$ cat src/rtl/voice_mixer_if.sv
// Mixer-side bundle: strobe and per-voice snapshot inputs in, mixed sample and status out.
interface voice_mixer_if #(parameter int NUM_VOICES = 4);
  logic                      sample_strobe;
  logic [16*NUM_VOICES-1:0]  osc_in;
  logic [8*NUM_VOICES-1:0]   env_in;
  logic [NUM_VOICES-1:0]     voice_en;
  logic [7:0]                master_vol;
  logic [15:0]               mix_out;
  logic                      mix_valid;
  logic                      clip;
  logic                      busy;
  logic                      overrun;

  modport master (
    output sample_strobe, osc_in, env_in, voice_en, master_vol,
    input  mix_out, mix_valid, clip, busy, overrun
  );

  modport slave (
    input  sample_strobe, osc_in, env_in, voice_en, master_vol,
    output mix_out, mix_valid, clip, busy, overrun
  );
endinterface

$ cat src/rtl/voice_mixer.sv
// Envelope-scaled voice mixer: snapshot on strobe, one multiply-accumulate per voice,
// master gain, then saturation to signed 16 bits.
//
// state | meaning
// IDLE  | waiting for sample_strobe
// SNAP  | snapshot held, accumulator cleared
// ACCUM | adding voice idx into the accumulator
// SCALE | applying master gain and saturating into mix_out
module voice_mixer #(
  parameter int NUM_VOICES = 4
) (
  input logic          clk,
  input logic          rst_n,
  voice_mixer_if.slave bus
);
  localparam int IW = (NUM_VOICES > 1) ? $clog2(NUM_VOICES) : 1;
  localparam int AW = 17 + $clog2(NUM_VOICES);
  localparam int SW = AW + 2;

  typedef enum logic [1:0] {IDLE, SNAP, ACCUM, SCALE} state_t;

  state_t state, state_nxt;
  logic   snap_en, accum_en, scale_en, last_voice;

  logic signed [15:0]    osc_q [NUM_VOICES];
  logic [7:0]            env_q [NUM_VOICES];
  logic [NUM_VOICES-1:0] en_q;
  logic [7:0]            vol_q;
  logic [IW-1:0]         idx;
  logic signed [AW-1:0]  acc;

  logic [15:0] mix_out_q;
  logic        mix_valid_q, clip_q, overrun_q;

  logic signed [24:0]   prod;
  logic signed [16:0]   term;
  logic [8:0]           gain;
  logic signed [AW+9:0] sprod;
  logic signed [SW-1:0] s;
  logic [SW-16:0]       s_hi;
  logic                 in_range;
  logic [15:0]          sat_val;

  assign last_voice = (idx == IW'(NUM_VOICES - 1));

  always_ff @(posedge clk or negedge rst_n) begin
    if (!rst_n) state <= IDLE;
    else        state <= state_nxt;
  end

  always_comb begin
    state_nxt = state;
    snap_en   = 1'b0;
    accum_en  = 1'b0;
    scale_en  = 1'b0;
    case (state)
      IDLE: begin
        if (bus.sample_strobe) begin
          snap_en   = 1'b1;
          state_nxt = SNAP;
        end
      end
      SNAP:  state_nxt = ACCUM;
      ACCUM: begin
        accum_en = 1'b1;
        if (last_voice) state_nxt = SCALE;
      end
      SCALE: begin
        scale_en  = 1'b1;
        state_nxt = IDLE;
      end
      default: state_nxt = IDLE;
    endcase
  end

  // Both shifts are plain arithmetic shifts, so results truncate toward -inf.
  always_comb begin
    prod     = osc_q[idx] * $signed({1'b0, env_q[idx]});
    term     = 17'(prod >>> 8);
    gain     = {1'b0, vol_q} + 9'd1;
    sprod    = acc * $signed({1'b0, gain});
    s        = SW'(sprod >>> 8);
    s_hi     = s[SW-1:15];
    in_range = (&s_hi) | ~(|s_hi);
    sat_val  = in_range ? s[15:0] : (s[SW-1] ? 16'h8000 : 16'h7fff);
  end

  // The snapshot is taken on the strobe edge itself, so anything the upstream
  // stages change during the SNAP cycle cannot leak into this mix.
  always_ff @(posedge clk or negedge rst_n) begin
    if (!rst_n) begin
      for (int i = 0; i < NUM_VOICES; i++) begin
        osc_q[i] <= '0;
        env_q[i] <= '0;
      end
      en_q        <= '0;
      vol_q       <= '0;
      idx         <= '0;
      acc         <= '0;
      mix_out_q   <= '0;
      mix_valid_q <= 1'b0;
      clip_q      <= 1'b0;
      overrun_q   <= 1'b0;
    end else begin
      overrun_q   <= bus.sample_strobe && (state != IDLE);
      mix_valid_q <= scale_en;
      if (snap_en) begin
        for (int i = 0; i < NUM_VOICES; i++) begin
          osc_q[i] <= $signed(bus.osc_in[16*i +: 16]);
          env_q[i] <= bus.env_in[8*i +: 8];
        end
        en_q  <= bus.voice_en;
        vol_q <= bus.master_vol;
        idx   <= '0;
        acc   <= '0;
      end
      if (accum_en) begin
        if (en_q[idx]) acc <= acc + AW'(term);
        idx <= idx + 1'b1;
      end
      if (scale_en) begin
        mix_out_q <= sat_val;
        clip_q    <= ~in_range;
      end
    end
  end

  assign bus.mix_out   = mix_out_q;
  assign bus.mix_valid = mix_valid_q;
  assign bus.clip      = clip_q;
  assign bus.overrun   = overrun_q;
  assign bus.busy      = (state != IDLE);
endmodule

$ cat src/flat_wrapper.sv
// flat-port wrapper written by rule: the top's interface ports become plain ports
module voice_mixer_flat 
#(
  parameter int NUM_VOICES = 4
)
  (clk, rst_n, bus_sample_strobe, bus_osc_in, bus_env_in, bus_voice_en, bus_master_vol, bus_mix_out, bus_mix_valid, bus_clip, bus_busy, bus_overrun);
  voice_mixer_if #(.NUM_VOICES(NUM_VOICES)) bus_i ();
  input logic clk;
  input logic rst_n;
  input wire logic [$bits(bus_i.sample_strobe)-1:0] bus_sample_strobe;
  input wire logic [$bits(bus_i.osc_in)-1:0] bus_osc_in;
  input wire logic [$bits(bus_i.env_in)-1:0] bus_env_in;
  input wire logic [$bits(bus_i.voice_en)-1:0] bus_voice_en;
  input wire logic [$bits(bus_i.master_vol)-1:0] bus_master_vol;
  output wire logic [$bits(bus_i.mix_out)-1:0] bus_mix_out;
  output wire logic [$bits(bus_i.mix_valid)-1:0] bus_mix_valid;
  output wire logic [$bits(bus_i.clip)-1:0] bus_clip;
  output wire logic [$bits(bus_i.busy)-1:0] bus_busy;
  output wire logic [$bits(bus_i.overrun)-1:0] bus_overrun;
  assign bus_i.sample_strobe = bus_sample_strobe;
  assign bus_i.osc_in = bus_osc_in;
  assign bus_i.env_in = bus_env_in;
  assign bus_i.voice_en = bus_voice_en;
  assign bus_i.master_vol = bus_master_vol;
  assign bus_mix_out = bus_i.mix_out;
  assign bus_mix_valid = bus_i.mix_valid;
  assign bus_clip = bus_i.clip;
  assign bus_busy = bus_i.busy;
  assign bus_overrun = bus_i.overrun;
  voice_mixer #(.NUM_VOICES(NUM_VOICES)) u_core (.clk(clk), .rst_n(rst_n), .bus(bus_i));
endmodule
$ cat config.mk
export PLATFORM = sky130hd
export DESIGN_NAME = voice_mixer_flat
export DESIGN_NICKNAME = d
export VERILOG_FILES = /design/src/rtl/voice_mixer_if.sv /design/src/rtl/voice_mixer.sv /design/src/flat_wrapper.sv
export SDC_FILE = /design/constraint.sdc
export NUM_CORES = 1
export LEC_CHECK = 0
export CAP_MARGIN = 30
export CORE_MARGIN = 2
export CORE_UTILIZATION = 23
export DETAILED_ROUTE_END_ITERATION = 10
export PLACE_DENSITY = 0.45
export SETUP_SLACK_MARGIN = 0.02
export SLEW_MARGIN = 20
export SYNTH_ARGS = -nofsm -noshare
export SYNTH_HDL_FRONTEND = slang
export SYNTH_SLANG_ARGS = --single-unit
$ cat constraint.sdc
create_clock -name clk -period 7.2 [get_ports clk]
set_input_delay 1.44 -clock clk [delete_from_list [all_inputs] [get_ports clk]]
set_output_delay 1.44 -clock clk [all_outputs]
set_load 0.1 [all_outputs]
# == Word level (Yosys, flattened, before mapping) ==
# Index checks and enable logic that the tools add are counted.
# op_classes
bitwise_logic,4
addsub,3
multipliers,2
n_eq_ne,6
mux,22
shifts,0
reduce_logical,7
div_mod_pow,0
order_cmp,2
# ops
operator,n
16-bit two-way mux,4
19-bit two-way mux,3
16-bit binary-select mux with 2-bit select,1
19-bit by 10-bit multiplier with 29-bit output,1
16-bit by 9-bit multiplier with 25-bit output,1
19-bit by 17-bit adder with 19-bit output,1
8-bit binary-select mux with 2-bit select,1
8-bit two-way mux,2
"8-bit by 1-bit adder with 9-bit output, second input constant",1
2-bit two-way mux,4
2-bit one-hot mux with 4 select lines,1
"2-bit == test, second input constant",3
6-bit AND reduction,1
6-bit OR reduction,1
1-bit two-way mux,5
2-bit nonzero test,2
"3-bit greater-or-equal comparator, second input constant",1
"2-bit by 3-bit < comparator with 1-bit output, second input constant",1
2-bit inverter with 3-bit output,1
"2-bit by 1-bit adder with 2-bit output, second input constant",1
1-bit binary-select mux with 2-bit select,1
"2-bit by 1-bit == test with 1-bit output, second input constant",1
2-bit logical NOT,1
"2-bit by 1-bit != test with 1-bit output, second input constant",1
5 further kinds,6
# word_totals
word_cells,63
n_memories,0
register_bits,150
inputBits,111
latch_bits,0
romBits,0
out_inout_bits,20
ram_bits,0

# == Longest topological paths before layout ==
# Gate-level depths: netlist of run 1.
# depth
ltp_word,8
ltp_mapped,32
ltp_nobuf,30

# == Worst setup path after synthesis of run 1 ==
# Ideal clock, no wire load.
# synth_path
path_type,register to register
startpoint,register u_core.idx[0]
endpoint,register u_core.acc[18]
period_less_slack_ns,7.545
n_path_buf,2
stages_incl_launch_ff,29
t_arrival_ns,7.465
required_ns,7.121
path_slack_ns,-0.345
setup_ns,0.079
path_cell_list,dfrtp_1 > buf_6 > buf_1 > mux4_2 > and2_1 > fa_1 > fa_1 > inv_1 > fa_1 > fa_1 > inv_1 > ha_1 > a21oi_1 > o21ai_1 > and2_1 > o21a_1 > o21a_1 > nor2_1 > ha_1 > a21o_1 > a21o_1 > a2111oi_0 > o31ai_1 > o41ai_1 > o211ai_1 > nand2_1 > nor2_1 > mux2i_1 > mux2i_1
# synth_between
elab_chain_len,8
# synth_lines
item,line,text
from (decl),voice_mixer.sv:29,logic [IW-1:0] idx;
from (signal assigned),voice_mixer.sv:119,idx <= idx + 1'b1;
2-bit inverter with 3-bit output (implied by the code),voice_mixer.sv:78,"prod = osc_q[idx] * $signed({1'b0, env_q[idx]});"
16-bit binary-select mux with 2-bit select or 8-bit binary-select mux with 2-bit select (tied branches),voice_mixer.sv:78,
16-bit two-way mux (implied by the code) or 8-bit two-way mux (tied branches) (2 in a row),voice_mixer.sv:78,
16-bit by 9-bit multiplier with 25-bit output,voice_mixer.sv:78,
19-bit by 17-bit adder with 19-bit output,voice_mixer.sv:118,if (en_q[idx]) acc <= acc + AW'(term);
19-bit two-way mux (*),voice_mixer.sv:118,
19-bit two-way mux (*),voice_mixer.sv:117,if (accum_en) begin
to (signal assigned),voice_mixer.sv:118,
to (decl),voice_mixer.sv:30,logic signed [AW-1:0] acc;
# Every way passes the cells marked *; elsewhere a longest branch is shown, timed or not. The select of a mux whose other input is x is not followed.
# A chain may end at the register's enable or synchronous reset.

# == Final worst setup path of run 1 ==
# layout_path
startpoint,register u_core.idx[0]
endpoint,register u_core.acc[16]
# Same word-level chain as after synthesis.

==> results of run 1 <==
## per-stage QoR
stage                     utilization [%]  TNS, ns  setup WS (ns)
after floorplan                         -        0          0.101
after global placement               26.9  -0.0643        -0.0370
after detailed placement             26.9  -0.0617        -0.0462
after CTS                            28.0        0         0.0286
after global routing                 28.8   -0.109        -0.0274
final                                28.8        0          0.266
## path summary, 6_finish.rpt
kind / start / cells past startpoint / slack [ns] / endpoint
setup / recovery: u_core.idx[0]$_DFFE_PN0P_ / 29 / 0.27 / u_core.acc[16]$_DFF_PN0_
hold / removal: u_core.osc_q[22]$_DFFE_PN0P_ / 1 / 0.50 / u_core.osc_q[22]$_DFFE_PN0P_
setup reg to reg: u_core.idx[0]$_DFFE_PN0P_ / 29 / 0.27 / u_core.acc[16]$_DFF_PN0_
hold reg to reg: u_core.osc_q[22]$_DFFE_PN0P_ / 1 / 0.50 / u_core.osc_q[22]$_DFFE_PN0P_
max in group asynchronous: rst_n / 2 / 5.32 / u_core.bus.mix_out[0]$_DFFE_PN0P_
min in group asynchronous: rst_n / 1 / 0.88 / u_core.env_q[9]$_DFFE_PN0P_
## logic make-up after synthesis
| group | after synthesis | share of synthesized area (%) |
|---|---|---|
| xor gates and xnor gates | 62 | 3.07 |
| and+or+nand+nor | 449 | 12.8 |
| muxes | 139 | 10.4 |
| buffers and inverters | 388 | 8.37 |
| adders and majority gates | 379 | 37.1 |
| AOI/OAI and AO/OA | 170 | 7.06 |
| DFF | 150 | 21.2 |
## routing by layer
layer  part of all wire (%)  wire [um]  up-vias
li1                       -          -     5891
met1                     48      19600     6051
met2                     48      19700      158
met3                    2.8       1140       33
met4                    1.8        721        0
met5                      0          0        -
## what timing repair did
action                                  CTS  global route
cloned                                    1             2
gates resized for setup                  16            90
pin swaps                                10            72
setup buffers                            13            26
endpoints found under the setup margin    4            23
## layout make-up
| cell class | count | area [um^2] | share of cell area, % |
|---|---|---|---|
| clock buffer | 18 | 439 | 2.00 |
| clock inverter | 14 | 176 | 0.804 |
| inverter | 319 | 1200 | 5.46 |
| multi-input combinational | 1200 | 12900 | 58.8 |
| sequential | 150 | 3750 | 17.1 |
| tap | 1030 | 1290 | 5.88 |
| timing repair buffer | 227 | 2180 | 9.94 |
## sequential cells by signal, indices dropped and copies added (netlist names), 2 cells and up
register / count
u_core.state: 2
u_core.en_q: 4
u_core.env_q: 32
u_core.idx: 2
u_core.osc_q: 64
u_core.acc: 19
u_core.bus.mix_out: 16
u_core.vol_q: 8
## cells in the final DEF (no fill, tap or decap), types with 32 or more instances in the layout
cell                              synthesis  layout
sky130_fd_sc_hd__dfrtp_1                150     149
sky130_fd_sc_hd__ha_1                   135     126
sky130_fd_sc_hd__nor2_1                  38      34
sky130_fd_sc_hd__clkdlybuf4s50_1          0     129
sky130_fd_sc_hd__mux2_2                 109     109
sky130_fd_sc_hd__inv_1                  319     313
sky130_fd_sc_hd__nand3_1                 33      32
sky130_fd_sc_hd__a21oi_1                 38      33
sky130_fd_sc_hd__fa_1                   244     241
sky130_fd_sc_hd__nor2b_1                 42      41
sky130_fd_sc_hd__xnor2_1                 42      40
sky130_fd_sc_hd__and2_1                 126     121
sky130_fd_sc_hd__buf_4                    0      74
sky130_fd_sc_hd__nand2_1                158     144
==> impl.org, run 1 <==
** Worst setup path
- The cell family contributing the most delay on the critical path is adder cells.
- Highest net fanout along the worst path :: 7
- Most numerous cell on the critical path :: sky130_fd_sc_hd__fa_1
- The worst setup path is of the reg -> reg kind.
- Endpoint required time on the critical path :: 7.53 ns
- The worst setup path is captured at a flip-flop.
- Total buffers and inverters traversed by the critical path :: 8
- The worst setup path is launched from a flip-flop.
- Longest individual stage delay on the worst path :: 0.64 ns
- The slowest stage of the critical path is the sky130_fd_sc_hd__mux4_2 cell.
- CP Data Arrival Time :: 7.27 ns

** Synth
- Post-synthesis cell area :: 17700 um^2
- Synthesized netlist net count :: 2227
- Instance count of the mapped netlist :: 1737
- In this run, synthesis inferred 0 flip-flops with an integrated enable.
- Synthesis instantiated 63 different standard cells from the library.
- #FFs+latches synth :: 150
- Sorting the synthesized cells by how often they occur yields sky130_fd_sc_hd__inv_1 (319), sky130_fd_sc_hd__fa_1 (244), sky130_fd_sc_hd__nand2_1 (158), sky130_fd_sc_hd__dfrtp_1 (150), sky130_fd_sc_hd__ha_1 (135).
- For this run, the leading register cell type out of synthesis is sky130_fd_sc_hd__dfrtp_1.
- Async set or reset register ratio after synthesis :: 100%
- A synthesized cell averages 10.2 um^2.
- Yosys printed 0 warnings.
- Most frequently used cell type in the post-synthesis netlist :: sky130_fd_sc_hd__inv_1
- The synthesized design spends more area on one cell type than any other, namely sky130_fd_sc_hd__fa_1.
- The top cell type by area accounts for 27.6% of the synthesized area.
- The share of the Yosys chip area taken by registers is 21.2%.
- Largest cells by area after synthesis :: sky130_fd_sc_hd__fa_1 (28%), sky130_fd_sc_hd__dfrtp_1 (21%), sky130_fd_sc_hd__ha_1 (9.5%), sky130_fd_sc_hd__mux2_2 (6.9%), sky130_fd_sc_hd__inv_1 (6.8%)

** Global route
- Entering global routing, the biggest net connects 66 pins.
- Global routing consumed, on the met2 layer, 18.3% of the routing resources.
- For this run, the total global-route usage over all layers was measured as 10.8%.
- In the global route stage, met1 resource usage came out at 14.2%.
- Remaining global-route overflow :: 0
- The number of global-route vias before repair was 13400.
- In the global route stage, met3 resource usage came out at 1.76%.
- Initial antenna violation count :: 0
- The first global-routing pass estimated 68.7 mm of wire.
- GR peak layer :: met2

** Clock tree
- Number of sinks driven by the clock tree :: 150
- Clock latency on the worst-skew pair, taken at its later pin, is 0.47 ns.
- Counting the buffers created by CTS gives 17.
- The root buffer cell chosen for the clock tree is sky130_fd_sc_hd__clkbuf_16.
- TritonCTS built the clock tree.
- Maximum buffer depth of the clock tree :: 2
- CTS Hold Bufs :: 0
- Worst-path clk slew :: 0.07 ns
- In this run the number of H-tree levels came out at 4.

** Route
- For this run, the detailed router's first-pass iteration total came to 4.
- The detailed router finished its first iteration with 390 violations.
- Summing over every cut layer, the via total after detailed routing is 12100.
- Routed wire length :: 41.2 mm
- WL/cell :: 13.9 um
- Post-route ant nets :: 0
- After detailed routing, the number of remaining DRC violations is 0.
- Via density per instance :: 4.10

** Layout
- Proportion of layout cells with a drive suffix above 1 :: 18.2%
- Post-route cell area :: 21900 um^2
- Synth-to-Final Area Change :: 23.8%
- The number of antenna diodes in the final layout is 0.
- The final layout contains 2405 nets.
- After filler insertion, the fill cell instance count of the layout stands at 8035.
- Layout Cells excl Fill :: 2958

** Timing
- For the final database, setup skew stands at 0.0233 ns.
- The number of hold violations in the final report came to 0.
- At the pin with the least slew margin, the transition time is 0.975 ns.
- Period utilisation layout :: 96.3%
- Maximum frequency from static timing analysis :: 0.144 GHz
- The max-slew violation total from the final report was 0.
- Tightest slew margin relative to the limit :: 34.8%
- Final worst hold slack :: 0.504 ns
- For the finished layout, the period the worst path requires is 6.93 ns.
- Count of endpoints failing setup in the final report :: 0

** Placed design
- The wire-length estimate of the detail-placed layout is 33.7 mm.
- Port buffering added 130 buffers.
- Placed Cells :: 2884
- Routability congestion estimate from global placement :: 0.818
- After detailed placement, the total cell area comes to 20500 um^2.

** Die
- Total I/O pin count :: 131
- Initial Util :: 23.3%
- Die span in x :: 282 um
- Row cnt :: 101
- The die covers 79300 um^2.
- Placeable core region :: 76100 um^2
- Overall die height :: 282 um

** Run status
- The flow ran to the end, and the final reports show no timing, DRC or antenna violations.

** Worst hold path
- The path class of the tightest hold or removal check is reg -> reg.

** Job
- Number of max-cap violations :: 0
Power of run 1 is not shown: default switching activity piles up to over one toggle a cycle in this logic, so the estimate is an artifact.
==> run 2: changes to the inputs <==
--- a/config.mk
+++ b/config.mk
@@ -6,10 +6,10 @@
 export NUM_CORES = 1
 export LEC_CHECK = 0
 export CAP_MARGIN = 30
-export CORE_MARGIN = 2
-export CORE_UTILIZATION = 23
+export CORE_UTILIZATION = 30
+export CTS_BUF_LIST = sky130_fd_sc_hd__clkbuf_2
 export DETAILED_ROUTE_END_ITERATION = 10
-export PLACE_DENSITY = 0.45
+export PLACE_DENSITY = 0.53
 export SETUP_SLACK_MARGIN = 0.02
 export SLEW_MARGIN = 20
 export SYNTH_ARGS = -nofsm -noshare
==> run 2 against run 1 <==
  * Non-clock buffer count up 13
  * Register-to-register slack worse by 0.05 ns
  * Clock-buffer cell count down 1
  * Critical path depth up 1
  * Maximum frequency down 0.74%
  * Clock skew up 0.027 ns
  * Die area down 24%
  * Design area down 3.1%
  * Flip-flop and latch count unchanged
  * Critical endpoint unchanged
  * Largest cell class unchanged
  * Highest routed layer is now met5
==> impl.org, run 2 (same netlist as run 1, synthesis figures left out) <==
** Run status
- The run finished with clean final reports.

** Worst setup path
- Endpoint type of the worst setup path :: flip-flop
- Worst setup path category :: reg -> reg
- Most numerous cell on the critical path :: sky130_fd_sc_hd__buf_4
- Register-to-Register Path Depth :: 30
- The worst setup path is launched from a flip-flop.
- For the worst setup path, the data arrival time is 7.82 ns.
- Longest individual stage delay on the worst path :: 0.60 ns
- Setup slack on the worst reg-to-reg path comes out at 0.21 ns.
- The endpoint identified for the worst register-to-register timing path is u_core.acc[16]$_DFF_PN0_.
- Highest net fanout along the worst path :: 8
- Endpoint required time on the critical path :: 8.03 ns
- Max stage delay cell, worst path :: sky130_fd_sc_hd__mux4_2
- Startpoint of the lowest-slack register-to-register path :: u_core.idx[0]$_DFFE_PN0P_

** Die
- The floorplan step defined a core boundary enclosing 58000 um^2.
- Die span in x :: 245 um
- 131 I/O pins were placed.
- Die area :: 60000 um^2
- Row cnt :: 88
- Measured along the y axis, the die boundary spans 245 um.
- For this configuration, the core starts out at a cell density of 30.5%.

** Route
- Total met3 wirelength after detailed routing :: 1.54 mm
- Routed wire length :: 41.0 mm
- Top layer reached by signal wires :: met5
- Wire length the detailed router placed on met1 :: 18.3 mm
- Via density per instance :: 4.58
- The first routing iteration left 326 violations.
- Detailed routing placed a total of 20.5 mm of wire on met2.
- In the final routed layout, each cell accounts on average for 15.1 um.
- Detailed routing inserted a total of 12400 vias.
- Post-route ant nets :: 0
- DRC violations left :: 0
- Count of TritonRoute iterations in the first routing pass :: 5

** Timing
- Worst-case clock skew :: 0.0505 ns
- Setup violations remaining at the end of the flow were counted as 0.
- For the pin with the worst max-slew slack, the measured transition is 0.964 ns.
- Final min period :: 6.99 ns
- The number of hold violations in the final report is 0.
- Period utilisation layout :: 97.0%
- Setup repair after global routing could not meet its margin everywhere.
- Measured against its own limit, the worst slew margin works out to 35.5%.
- Maximum frequency from static timing analysis :: 0.143 GHz
- The max-slew violation total from the final report came to 0.

** Layout
- At the end of the flow, the number of nets in the layout was 2417.
- Final cell utilization of the core :: 36.6%
- Most used cells in the layout excluding fill and tap cells :: sky130_fd_sc_hd__inv_1 (308), sky130_fd_sc_hd__fa_1 (240), sky130_fd_sc_hd__nand2_1 (150)
- Proportion of layout cells with a drive suffix above 1 :: 18.6%
- Max reg flops :: 64
- Synth-to-Final Area Change :: 20.0%
- Counting flops per register, the top entry is u_core.osc_q.
- Leading cell type in the layout, fill and taps excluded :: sky130_fd_sc_hd__inv_1
- The largest registers in the layout are u_core.osc_q x64, u_core.env_q x32, u_core.acc x19.
- Layout Cells excl Fill :: 2706

** Clock tree
- Clock-pin slew was measured on the worst setup and hold paths at 0.26 ns.
- Clock Latency Late Sink :: 0.95 ns
- Buffers inserted to repair hold after CTS numbered 0.
- No sink is reached through more buffers than the 2 on the longest clock path.
- TritonCTS created 17 clock buffers.
- In this run the clock root is driven by a sky130_fd_sc_hd__clkbuf_2.
- CTS saw 150 sinks.
- CTS H-tree lvls :: 4
- CTS tree :: done

** Placed design
- Placed Cells :: 2637
- Count of buffers from port buffering :: 130
- Detailed placement finished with a half-perimeter wire length of 33.4 mm.
- Routability congestion estimate from global placement :: 0.856

** Worst hold path
- Hold crit path type :: in -> async

** Global route
- Initial antenna violation count :: 2
- Vias in the first global route :: 13500
- Maximum number of pins on one net before global-route repair :: 83
- Wire length of the first global-routing pass :: 68.6 mm
- GRT Util Overall :: 14.2%
- After global routing the overflow that remains totals 0.

** Job
- Number of max-cap violations :: 0
-- run 2: changes by cell type in the layout (fill, tap and decap cells not counted), sizes merged --
cell,previous run,this run
mux4,26,25
inv,328,326
clkinvlp,0,1
buf,97,111
bufinv,1,2
diode,0,2
clkbuf,19,17
-- run 2: metal layers --
| metal | track usage [%] | vias up |
|---|---|---|
| li1 | - | 5915 |
| met1 | 17.7 | 6244 |
| met2 | 24.9 | 192 |
| met3 | 2.48 | 44 |
| met4 | 4.36 | 2 |
| met5 | 0 | - |
-- run 2: area by class of cell --
class | instances | area, um^2
well taps | 765 | 957
repair buffers | 240 | 2290
fillers | 5816 | 36800
clock buffers | 17 | 85.1
flip-flops and latches | 150 | 3750
multi-input cells | 1199 | 12800
inverters | 319 | 1200
diodes | 2 | 5.00
clock inverters | 14 | 165
-- run 2: metrics by stage --
| step | setup WS, ns | setup TNS, ns | cell area, um^2 | hold WS (ns) |
|---|---|---|---|---|
| finish | 0.215 | 0 | 21300 | 0.470 |
| global route | -0.115 | -0.355 | 21300 | 0.498 |
| CTS | 0.00932 | 0 | 20800 | 0.425 |
| detailed placement | -0.00209 | -0.00209 | 20300 | 0.489 |
| global placement | 0.0618 | 0 | 20300 | 0.482 |
| floorplan | 0.101 | 0 | 17700 | 0.474 |
-- run 2: how the worst max path moves through the flow --
stage,start,to,slack [ns],cells past startpoint
2_1_floorplan,u_core.idx[0]$_DFFE_PN0P_,u_core.acc[18]$_DFF_PN0_,0.10,28
3_3_place_gp,u_core.idx[0]$_DFFE_PN0P_,u_core.acc[16]$_DFF_PN0_,0.06,28
4_1_cts,u_core.idx[0]$_DFFE_PN0P_,u_core.acc[16]$_DFF_PN0_,0.009,31
6_report,u_core.idx[0]$_DFFE_PN0P_,u_core.acc[16]$_DFF_PN0_,0.21,30
3_5_place_dp,u_core.idx[0]$_DFFE_PN0P_,u_core.acc[16]$_DFF_PN0_,-0.002,28
5_1_grt,u_core.idx[0]$_DFFE_PN0P_,u_core.acc[16]$_DFF_PN0_,-0.11,30
-- run 2: critical path, delay by kind of cell, from the launching register on --
family / cells / cell delay [ns]
simple gates: 4 / 0.59
fa+ha+maj: 6 / 2.41
buf+inv: 7 / 0.83
compound gates: 10 / 1.67
xor+xnor: 2 / 0.28
mux: 1 / 0.60
flops: 1 / 0.47
-- run 2: timing repair --
action | 4_1_cts | 5_1_grt
pin swaps | 15 | 55
setup endpoints to repair | 4 | 24
hold endpoints to repair | 0 | 0
setup buffers | 17 | 17
resized for setup | 19 | 75
gates cloned | 1 | 1
Power of run 2 is left out for the same reason.
==> run 3: changes to the inputs <==
--- a/config.mk
+++ b/config.mk
@@ -10,6 +10,7 @@
 export CTS_BUF_LIST = sky130_fd_sc_hd__clkbuf_2
 export DETAILED_ROUTE_END_ITERATION = 10
 export PLACE_DENSITY = 0.53
+export REMOVE_ABC_BUFFERS = 1
 export SETUP_SLACK_MARGIN = 0.02
 export SLEW_MARGIN = 20
 export SYNTH_ARGS = -nofsm -noshare
==> run 3 against run 2 <==
  * Worst setup slack worse by 0.081 ns
  * Flip-flop and latch count unchanged
  * Cell count rose by 1.6%
  * Die area stayed put
  * Via count about the same
  * Non-clock buffer count increased by 41
  * Clock skew is 0.021 ns higher
  * Critical path depth grew 2
  * Register-to-register slack got worse by 0.08 ns
  * Global-route usage is 0.59 points lower
  * Largest cell class unchanged
==> impl.org, run 3 (same netlist as run 1, synthesis figures left out) <==
** Timing
- Maximum frequency from static timing analysis :: 0.142 GHz
- Across the routed clock network, the largest skew measured is 0.0719 ns.
- Setup repair after global routing could not meet its margin everywhere.
- Hold timing on the final database bottoms out at a slack of 0.465 ns.
- Final count of pins violating max slew :: 0
- Setup violations remaining at the end of the flow were counted as 0.
- In this run the tightest slew margin relative to its limit is 33.1%.
- Tightest Pin Transition :: 1.00 ns
- The number of hold violations in the final report was 0.
- Period utilisation layout :: 98.1%
- For the finished layout, the period the worst path requires is 7.07 ns.

** Worst setup path
- Worst setup path category :: reg -> reg
- Endpoint type of the worst setup path :: flip-flop
- The largest single stage delay on the critical path is 0.56 ns.
- Critical Path Start Type :: flip-flop
- Measured in cells, the most critical reg-to-reg path has a length of 32.
- Endpoint of the worst register-to-register path :: u_core.acc[16]$_DFF_PN0_
- Of all nets on the critical path, the largest fanout is 7.
- For flop-to-flop paths, the worst setup slack is 0.13 ns.
- STA puts the critical path data required time at 8.00 ns.
- In this run the critical register-to-register path is launched from u_core.idx[0]$_DFFE_PN0P_.
- Max stage delay cell, worst path :: sky130_fd_sc_hd__mux4_2
- For the worst setup path, the data arrival time is 7.87 ns.

** Layout
- Max reg flops :: 64
- Number of fill cells in the layout :: 5774
- Most used cells in the layout excluding fill and tap cells :: sky130_fd_sc_hd__inv_1 (312), sky130_fd_sc_hd__fa_1 (239), sky130_fd_sc_hd__nand2_1 (150)
- Synth-to-Final Area Change :: 21.9%
- In the final design database the tool counted 2459 nets.
- Leaving out fill and tap cells, the most frequent cell in the layout is sky130_fd_sc_hd__inv_1.
- Post-route cell area :: 21600 um^2
- Biggest registers after layout :: u_core.osc_q x64, u_core.env_q x32, u_core.acc x19
- Proportion of layout cells with a drive suffix above 1 :: 20.2%
- Layout Cells excl Fill :: 2749
- Most flops, register :: u_core.osc_q

** Die
- Total I/O pin count :: 131
- The floorplan step defined a die boundary enclosing 60000 um^2.
- Measured along the y axis, the die boundary spans 245 um.
- The core region is 58000 um^2.
- For this configuration, the core starts out at a cell density of 30.5%.
- Row cnt :: 88
- Die span in x :: 245 um

** Route
- Count of TritonRoute iterations in the first routing pass :: 5
- DRC violations left :: 0
- After detailed routing, the total wire length is 39.3 mm.
- The detailed router placed 12400 vias in this run.
- Post-route ant nets :: 0
- The detailed router finished its first iteration with 360 violations.
- WL/cell :: 14.3 um
- Via density per instance :: 4.51

** Placed design
- Once placement finished, the instance area stood at 20600 um^2.
- Count of buffers from port buffering :: 130
- Routability-driven placement finished with a final weighted congestion of 0.831.
- Placed Cells :: 2679
- Once detailed placement completed, the half-perimeter wirelength came to 31.4 mm.

** Global route
- Maximum number of pins on one net before global-route repair :: 79
- Wire length of the first global-routing pass :: 65.7 mm
- For this run the aggregate overflow at the end of global routing stands at 0.
- For this run, the total global-route usage over all layers was measured as 13.6%.
- The number of global-route vias before repair came to 13600.
- Initial antenna violation count :: 2

** Clock tree
- Clock-pin slew was measured on the worst setup and hold paths at 0.29 ns.
- The clock net in this run drives a total of 150 sinks.
- TritonCTS built the clock tree.
- Maximum buffer depth of the clock tree :: 2
- The clock tree synthesis step divided the H-tree into 4 levels.
- Clock latency on the worst-skew pair, taken at its later pin, is 0.94 ns.
- Cell chosen for the clock root :: sky130_fd_sc_hd__clkbuf_2
- CTS buffer count :: 17

** Job
- Number of max-cap violations :: 0

** Run status
- The flow ran to the end, and the final reports show no timing, DRC or antenna violations.

** Worst hold path
- The worst hold path belongs to the class in -> async.
run 3: per-stage QoR:
stage / setup WS [ns] / TNS (ns) / util [%]
after global routing: -0.140 / -0.375 / 37.2
after floorplan: -0.671 / -2.47 / -
after detailed placement: -0.193 / -0.546 / 35.5
after global placement: -0.0619 / -0.126 / 35.5
final: 0.133 / 0 / 37.2
after CTS: 0.0259 / 0 / 36.5
run 3: layout make-up:
| type | instances | area [um^2] | area share (%) |
|---|---|---|---|
| repair buffers | 281 | 2570 | 11.9 |
| multi-input cells | 1200 | 12800 | 59.5 |
| diodes | 2 | 5.00 | 0.0232 |
| clock inverters | 12 | 169 | 0.782 |
| clock buffers | 20 | 100 | 0.463 |
| inverters | 319 | 1200 | 5.54 |
| well taps | 765 | 957 | 4.43 |
| flip-flops and latches | 150 | 3760 | 17.4 |
run 3: critical path: cells and delay by family, from the launching register on:
family	cells	cell delay, ns
fa+ha+maj	6	2.18
compound gates	12	2.00
mux	1	0.56
simple gates	4	0.46
buf+inv	8	1.12
xor+xnor	1	0.16
flops	1	0.47
run 3: per-layer routing:
metal | vias up | GRT usage, % | wire length, um
met3 | 33 | 2.37 | 1060
met4 | 0 | 4.03 | 610
met2 | 168 | 24.4 | 20100
met1 | 6205 | 16.5 | 17500
li1 | 5999 | - | -
met5 | - | 0 | 0
run 3: worst max path at each step:
stage | startpoint | endpoint | cells past startpoint
final | u_core.idx[0]$_DFFE_PN0P_ | u_core.acc[16]$_DFF_PN0_ | 32
after global routing | u_core.idx[0]$_DFFE_PN0P_ | u_core.acc[18]$_DFF_PN0_ | 32
after CTS | u_core.idx[0]$_DFFE_PN0P_ | u_core.acc[16]$_DFF_PN0_ | 30
after detailed placement | u_core.idx[0]$_DFFE_PN0P_ | u_core.acc[16]$_DFF_PN0_ | 29
after global placement | u_core.idx[0]$_DFFE_PN0P_ | u_core.acc[16]$_DFF_PN0_ | 29
after floorplan | u_core.idx[0]$_DFFE_PN0P_ | u_core.acc[18]$_DFF_PN0_ | 26
run 3: what timing repair did:
action                     CTS  global route
pin swaps                   31            60
hold buffers                 0             0
setup endpoints to repair    5            25
setup buffers               11            23
gates resized for setup     35            56
gates cloned                 1             0
Power of run 3 is left out for the same reason.
